===== config.mk =====
export PLATFORM = sky130hd
export DESIGN_NAME = alu_regfile_flat
export DESIGN_NICKNAME = d
export VERILOG_FILES = /design/src/rtl/alu_regfile_pkg.sv /design/src/rtl/alu_regfile_if.sv /design/src/rtl/alu_regfile_alu_unit.sv /design/src/rtl/alu_regfile.sv /design/src/flat_wrapper.sv
export SDC_FILE = /design/constraint.sdc
export NUM_CORES = 2
export LEC_CHECK = 0
export ABC_AREA = 1
export CAP_MARGIN = 5
export CELL_PAD_IN_SITES_DETAIL_PLACEMENT = 1
export CELL_PAD_IN_SITES_GLOBAL_PLACEMENT = 1
export CORE_MARGIN = 2
export CORE_UTILIZATION = 35
export DETAILED_ROUTE_END_ITERATION = 10
export GPL_TIMING_DRIVEN = 0
export PLACE_DENSITY = 0.65
export REMOVE_ABC_BUFFERS = 1
export SYNTH_ARGS = -nofsm -noshare
export SYNTH_HDL_FRONTEND = slang
export SYNTH_SLANG_ARGS = --single-unit

===== constraint.sdc =====
create_clock -name clk -period 76.8 [get_ports clk]
set_input_delay 7.68 -clock clk [delete_from_list [all_inputs] [get_ports clk]]
set_output_delay 7.68 -clock clk [all_outputs]
set_load 0.01 [all_outputs]

===== src/rtl/alu_regfile_pkg.sv =====
// Shared definitions for the execute stage: ALU opcode encodings and the
// default datapath width. The control unit imports the same constants so
// decode and execute always agree on the opcode values.
package alu_regfile_pkg;

   localparam int DEFAULT_DATAWIDTH = 32;
   localparam int ALUOP_WIDTH       = 4;
   localparam int SHAMT_WIDTH       = 5;

   localparam logic [ALUOP_WIDTH-1:0] ALUOP_AND = 4'b0000;
   localparam logic [ALUOP_WIDTH-1:0] ALUOP_OR  = 4'b0001;
   localparam logic [ALUOP_WIDTH-1:0] ALUOP_ADD = 4'b0010;
   localparam logic [ALUOP_WIDTH-1:0] ALUOP_SUB = 4'b0110;
   localparam logic [ALUOP_WIDTH-1:0] ALUOP_SLT = 4'b0111;
   localparam logic [ALUOP_WIDTH-1:0] ALUOP_SRL = 4'b1000;
   localparam logic [ALUOP_WIDTH-1:0] ALUOP_SLL = 4'b1001;
   localparam logic [ALUOP_WIDTH-1:0] ALUOP_SRA = 4'b1010;
   localparam logic [ALUOP_WIDTH-1:0] ALUOP_XOR = 4'b1101;

endpackage


===== src/rtl/alu_regfile_if.sv =====
// Bus between decode/control and the execute stage: register addresses,
// write-back data, ALU controls going in; read data, result and zero out.
interface alu_regfile_if
   import alu_regfile_pkg::*;
#(
   parameter int DATAWIDTH = DEFAULT_DATAWIDTH
);

   logic [4:0]             readReg1;
   logic [4:0]             readReg2;
   logic [4:0]             writeReg;
   logic [DATAWIDTH-1:0]   writeData;
   logic                   write;
   logic                   alu_src;
   logic [DATAWIDTH-1:0]   imm;
   logic [ALUOP_WIDTH-1:0] alu_op;
   logic [DATAWIDTH-1:0]   readData1;
   logic [DATAWIDTH-1:0]   readData2;
   logic [DATAWIDTH-1:0]   result;
   logic                   zero;

   modport master (
      output readReg1, readReg2, writeReg, writeData, write,
             alu_src, imm, alu_op,
      input  readData1, readData2, result, zero
   );

   modport slave (
      input  readReg1, readReg2, writeReg, writeData, write,
             alu_src, imm, alu_op,
      output readData1, readData2, result, zero
   );

endinterface


===== src/rtl/alu_regfile_alu_unit.sv =====
// Purely combinational ALU. Shifts take their amount from the low five bits
// of op2; add/sub wrap silently; unknown opcodes yield zero.
module alu_unit
   import alu_regfile_pkg::*;
#(
   parameter int DATAWIDTH = DEFAULT_DATAWIDTH
) (
   input  logic [DATAWIDTH-1:0]   op1,
   input  logic [DATAWIDTH-1:0]   op2,
   input  logic [ALUOP_WIDTH-1:0] alu_op,
   output logic [DATAWIDTH-1:0]   result,
   output logic                   zero
);

   logic [SHAMT_WIDTH-1:0] shamt;
   logic                   lessThan;

   assign shamt    = op2[SHAMT_WIDTH-1:0];
   assign lessThan = ($signed(op1) < $signed(op2));

   // Opcode decode; anything not listed falls through to a zero result.
   always_comb begin
      result = '0;
      unique case (alu_op)
         ALUOP_AND: result = op1 & op2;
         ALUOP_OR:  result = op1 | op2;
         ALUOP_ADD: result = op1 + op2;
         ALUOP_SUB: result = op1 - op2;
         ALUOP_SLT: result = {{(DATAWIDTH-1){1'b0}}, lessThan};
         ALUOP_SRL: result = op1 >> shamt;
         ALUOP_SLL: result = op1 << shamt;
         ALUOP_SRA: result = $unsigned($signed(op1) >>> shamt);
         ALUOP_XOR: result = op1 ^ op2;
         default:   result = '0;
      endcase
   end

   assign zero = (result == '0);

endmodule


===== src/rtl/alu_regfile.sv =====
// Execute-stage core: 32-entry register file with write-through bypass,
// operand select and the ALU. Everything on the output side is combinational;
// only register writes are clocked.
module alu_regfile
   import alu_regfile_pkg::*;
#(
   parameter int DATAWIDTH = DEFAULT_DATAWIDTH,
   parameter int REGCOUNT  = 32
) (
   input  logic         clk,
   input  logic         rst,
   alu_regfile_if.slave bus
);

   logic [DATAWIDTH-1:0] regs [REGCOUNT];
   logic [DATAWIDTH-1:0] op2;
   logic                 writeActive;

   // A write only takes effect for a real, in-range destination; x0 is a sink.
   assign writeActive = bus.write && (bus.writeReg != 5'd0)
                        && (int'(bus.writeReg) < REGCOUNT);

   // Register array: async clear on reset, otherwise capture write-back data.
   always_ff @(posedge clk or posedge rst) begin
      if (rst) begin
         for (int i = 0; i < REGCOUNT; i++) begin
            regs[i] <= '0;
         end
      end else if (writeActive) begin
         regs[bus.writeReg] <= bus.writeData;
      end
   end

   // Read port 1: x0 is hardwired zero, a same-cycle write to rs1 is forwarded.
   always_comb begin
      bus.readData1 = '0;
      if (bus.readReg1 == 5'd0 || int'(bus.readReg1) >= REGCOUNT) begin
         bus.readData1 = '0;
      end else if (writeActive && bus.writeReg == bus.readReg1) begin
         bus.readData1 = bus.writeData;
      end else begin
         bus.readData1 = regs[bus.readReg1];
      end
   end

   // Read port 2: same rules as port 1, applied to rs2.
   always_comb begin
      bus.readData2 = '0;
      if (bus.readReg2 == 5'd0 || int'(bus.readReg2) >= REGCOUNT) begin
         bus.readData2 = '0;
      end else if (writeActive && bus.writeReg == bus.readReg2) begin
         bus.readData2 = bus.writeData;
      end else begin
         bus.readData2 = regs[bus.readReg2];
      end
   end

   assign op2 = bus.alu_src ? bus.imm : bus.readData2;

   alu_unit #(
      .DATAWIDTH (DATAWIDTH)
   ) u_alu (
      .op1    (bus.readData1),
      .op2    (op2),
      .alu_op (bus.alu_op),
      .result (bus.result),
      .zero   (bus.zero)
   );

endmodule


===== src/flat_wrapper.sv =====
// flat-port wrapper written by rule: the top's interface ports become plain ports
module alu_regfile_flat import alu_regfile_pkg::*;
#(
   parameter int DATAWIDTH = DEFAULT_DATAWIDTH,
   parameter int REGCOUNT  = 32
)
  (clk, rst, bus_readReg1, bus_readReg2, bus_writeReg, bus_writeData, bus_write, bus_alu_src, bus_imm, bus_alu_op, bus_readData1, bus_readData2, bus_result, bus_zero);
  alu_regfile_if #(.DATAWIDTH(DATAWIDTH)) bus_i ();
  input  logic clk;
  input  logic rst;
  input wire logic [$bits(bus_i.readReg1)-1:0] bus_readReg1;
  input wire logic [$bits(bus_i.readReg2)-1:0] bus_readReg2;
  input wire logic [$bits(bus_i.writeReg)-1:0] bus_writeReg;
  input wire logic [$bits(bus_i.writeData)-1:0] bus_writeData;
  input wire logic [$bits(bus_i.write)-1:0] bus_write;
  input wire logic [$bits(bus_i.alu_src)-1:0] bus_alu_src;
  input wire logic [$bits(bus_i.imm)-1:0] bus_imm;
  input wire logic [$bits(bus_i.alu_op)-1:0] bus_alu_op;
  output wire logic [$bits(bus_i.readData1)-1:0] bus_readData1;
  output wire logic [$bits(bus_i.readData2)-1:0] bus_readData2;
  output wire logic [$bits(bus_i.result)-1:0] bus_result;
  output wire logic [$bits(bus_i.zero)-1:0] bus_zero;
  assign bus_i.readReg1 = bus_readReg1;
  assign bus_i.readReg2 = bus_readReg2;
  assign bus_i.writeReg = bus_writeReg;
  assign bus_i.writeData = bus_writeData;
  assign bus_i.write = bus_write;
  assign bus_i.alu_src = bus_alu_src;
  assign bus_i.imm = bus_imm;
  assign bus_i.alu_op = bus_alu_op;
  assign bus_readData1 = bus_i.readData1;
  assign bus_readData2 = bus_i.readData2;
  assign bus_result = bus_i.result;
  assign bus_zero = bus_i.zero;
  alu_regfile #(.DATAWIDTH(DATAWIDTH), .REGCOUNT(REGCOUNT)) u_core (.clk(clk), .rst(rst), .bus(bus_i));
endmodule

==> results.yml <==
outcome:
  status: "finished clean"
synthesis:
  synth_edf_count: 0
  synth_cells: 9556
  syn_avg_cell_area_um2: 6.94
  synth_flop_cell: "dfrtp_1"
  yosys_warnings: 0
  ys_seq_area_share_pct: 38.6
  synth.cell_area_um2: 66300
  synth.distinct_cells: 57
  synthArstFlopShare_pct: 100
  synth-seq-cells: 1024
setup_path:
  critical-path-top-delay-family: "buffers and inverters"
  critical-path-slowest-cell: "inv_2"
  crit_type: "in2out"
  cp.required_ns: 69.12
  crit_buf_inv: 10
  r2r_cells: 2
  cp.depth: 33
  critPathArrivalTime_ns: 18.22
  crit_path_max_incr_delay_ns: 1.14
  cp_max_fo: 104
  cp_common_cell: "nand2_1"
  end_kind: "output port"
  start_kind: "input pin"
cells_and_area:
  largest_reg_flops: 1024
  fin_util_pct: 39.7
  area_growth_pct: 12.5
  layout_common_cells: "2071 x nand2_1, 1787 x o21ai_0, 1111 x nand3_1, 1024 x dfrtp_1, 798 x inv_1"
  top_register: "u_core.regs"
  design_area_um2: 74600
  fillers: 23400
  layout_commonest_cell: "nand2_1"
  multi_input_area_um2: 34100
  reg_top3: "u_core.regs x1024"
  regArea_um2: 25600
  drive_gt1_share_pct: 4.98
  nets: 9343
drt:
  drtAntennaViolNets: 0
  drc: 0
  avgViaCountPerCell: 5.90
  drt_iter0_markers: 6650
  drt-total-wl_mm: 321
  wl_per_cell_um: 27.3
  drtPass1Iterations: 6
  vias: 69300
sta:
  slew-limit-headroom_pct: 7.95
  finalCritPeriodShare_pct: 33.7
  fmax_mhz: 38.6
  period_minus_slack_ns: 25.90
  setup_violations: 0
  worst_pin_slew_ns: 1.37
  timing.final.ws_setup_ns: 50.90
  clock_skew_ns: 0
  rsz0062_at_grt: "false"
  slew_violations: 0
  hold_viol_final: 0
clock_network:
  post_cts_buffers: 0
  cts.hold.buffers_added: 0
  cts_sinks: 1024
  clk_latency_ns: 0.79
  cts_resized: 0
  clockBufferDepth: 3
  path_clk_slew_ns: 0.05
  h-tree-depth: 4
  numCtsBuffers: 130
  cts_tree: "built"
  clockRootBuffer: "clkbuf_16"
global_routing:
  grt_pass1_vias: 70000
  gr-total-overflow: 0
  grt_use_total_pct: 32.8
  grt_pass1_wl_mm: 473
  grt_max_degree: 162
  antenna_found_initial: 16
power:
  p_leak_nw: 33.8
  p_per_area_nw_per_um2: 24.1
  ir_drop_mv: 0.0194
placement:
  io_buffers: 183
  dp_slack_ns: 51.28
  hpwl_mm: 198
  post_dp_cell_area_um2: 70600
  routabilityCongestion: 0.953
die:
  dieWidth_um: 439
  dieHeight_um: 439
  floorplan.die_area_um2: 193000
  start_util_pct: 35.3
  rows: 159
  fp.coreArea_um2: 188000
  ios: 184
hold_path:
  hp-class: "reg2reg"
  min_path_cells: 0
flow_run:
  cap_violations: 0
==> metrics by stage <==
step | std cells | hold slack [ns] | TNS (ns) | power, W
after floorplan | 8722 | 0.362 | 0 | 0.000994
after global placement | 11400 | 0.375 | -8.10 | 0.00123
after detailed placement | 11500 | 0.382 | 0 | 0.00120
after CTS | 11700 | 0.395 | 0 | 0.00180
after global routing | 11700 | 0.404 | 0 | 0.00190
final | 11800 | 0.392 | 0 | 0.00180
==> worst register-to-register path, stage by stage, from the launching register on <==
cell and delay (ns):
dfrtp_1 0.40, nand2_1 0.08, o21ai_0 0.11
==> Yosys cell counts, types with 6 or more instances <==
| cell type | n | share of area (%) |
|---|---|---|
| o21ai_1 | 31 | 0.23 |
| nand2_1 | 2101 | 12 |
| nor2_1 | 366 | 2.1 |
| o21ai_0 | 1791 | 14 |
| xor2_1 | 7 | 0.092 |
| o221ai_1 | 37 | 0.49 |
| nand3_2 | 15 | 0.23 |
| ha_1 | 97 | 1.8 |
| buf_4 | 52 | 0.59 |
| a31oi_1 | 15 | 0.14 |
| o22ai_1 | 23 | 0.22 |
| o2111ai_1 | 21 | 0.28 |
| a21oi_1 | 661 | 5.0 |
| a221oi_1 | 9 | 0.12 |
| o21a_1 | 8 | 0.091 |
| buf_1 | 62 | 0.35 |
| o211ai_1 | 395 | 4.5 |
| inv_2 | 20 | 0.11 |
| clkbuf_1 | 521 | 2.9 |
| nand2_2 | 24 | 0.23 |
| nor3_1 | 27 | 0.20 |
| dfrtp_1 | 1024 | 39 |
| nand3_1 | 1111 | 8.4 |
| a21o_1 | 7 | 0.079 |
| nand4_1 | 12 | 0.11 |
| nor4_1 | 9 | 0.085 |
| or2_2 | 28 | 0.26 |
| clkinv_1 | 6 | 0.034 |
| buf_6 | 36 | 0.61 |
| inv_1 | 805 | 4.6 |
| or2_1 | 13 | 0.12 |
| buf_2 | 160 | 1.2 |
==> power by group <==
part / internal (W) / switching, W
logic: 0.000159 / 0.000333
clock network: 0.000345 / 0.000256
registers: 0.000642 / 0.0000642
==> layout make-up <==
cell class	instances	area share (%)
clock buffers	193	5.03
clock inverters	27	0.374
diodes	10	0.0335
flip-flops and latches	1024	34.3
well taps	2495	4.18
multi-input cells	6867	45.6
repair buffers	303	6.15
inverters	831	4.26
==> kinds of logic (layout without fill, tap and decap cells) <==
kind of cell | after synthesis | count (layout) | synth area share [%]
AND/OR/NAND/NOR | 3729 | 3729 | 23.9
other | 0 | 10 | 0
AO/OA/AOI/OAI | 3027 | 3027 | 25.0
adder cells (fa/ha/maj) | 99 | 99 | 1.89
XOR/XNOR | 12 | 12 | 0.158
buffers and inverters | 1665 | 1354 | 10.5
flip-flops | 1024 | 1024 | 38.6
==> worst paths after layout <==
kind	start	endpoint	slack [ns]
worst max-delay path	bus_readReg2[1]	bus_zero	50.90
worst min-delay path	u_core.regs[995]$_DFFE_PP0P_	u_core.regs[995]$_DFFE_PP0P_	0.39
worst max register to register	u_core.regs[420]$_DFFE_PP0P_	u_core.regs[420]$_DFFE_PP0P_	76.04
worst min register to register	u_core.regs[995]$_DFFE_PP0P_	u_core.regs[995]$_DFFE_PP0P_	0.39
max in group asynchronous	rst	u_core.regs[12]$_DFFE_PP0P_	67.19
min in group asynchronous	rst	u_core.regs[969]$_DFFE_PP0P_	7.43
==> metal layers <==
metal | up-vias | global-route usage, % | wire, µm
met5 | - | 0 | 28
met4 | 4 | 17.3 | 18800
met3 | 684 | 4.57 | 18200
met2 | 2209 | 52.6 | 147000
met1 | 35000 | 42.8 | 137000
li1 | 31400 | - | -
Power figures use the tool's default switching activity.
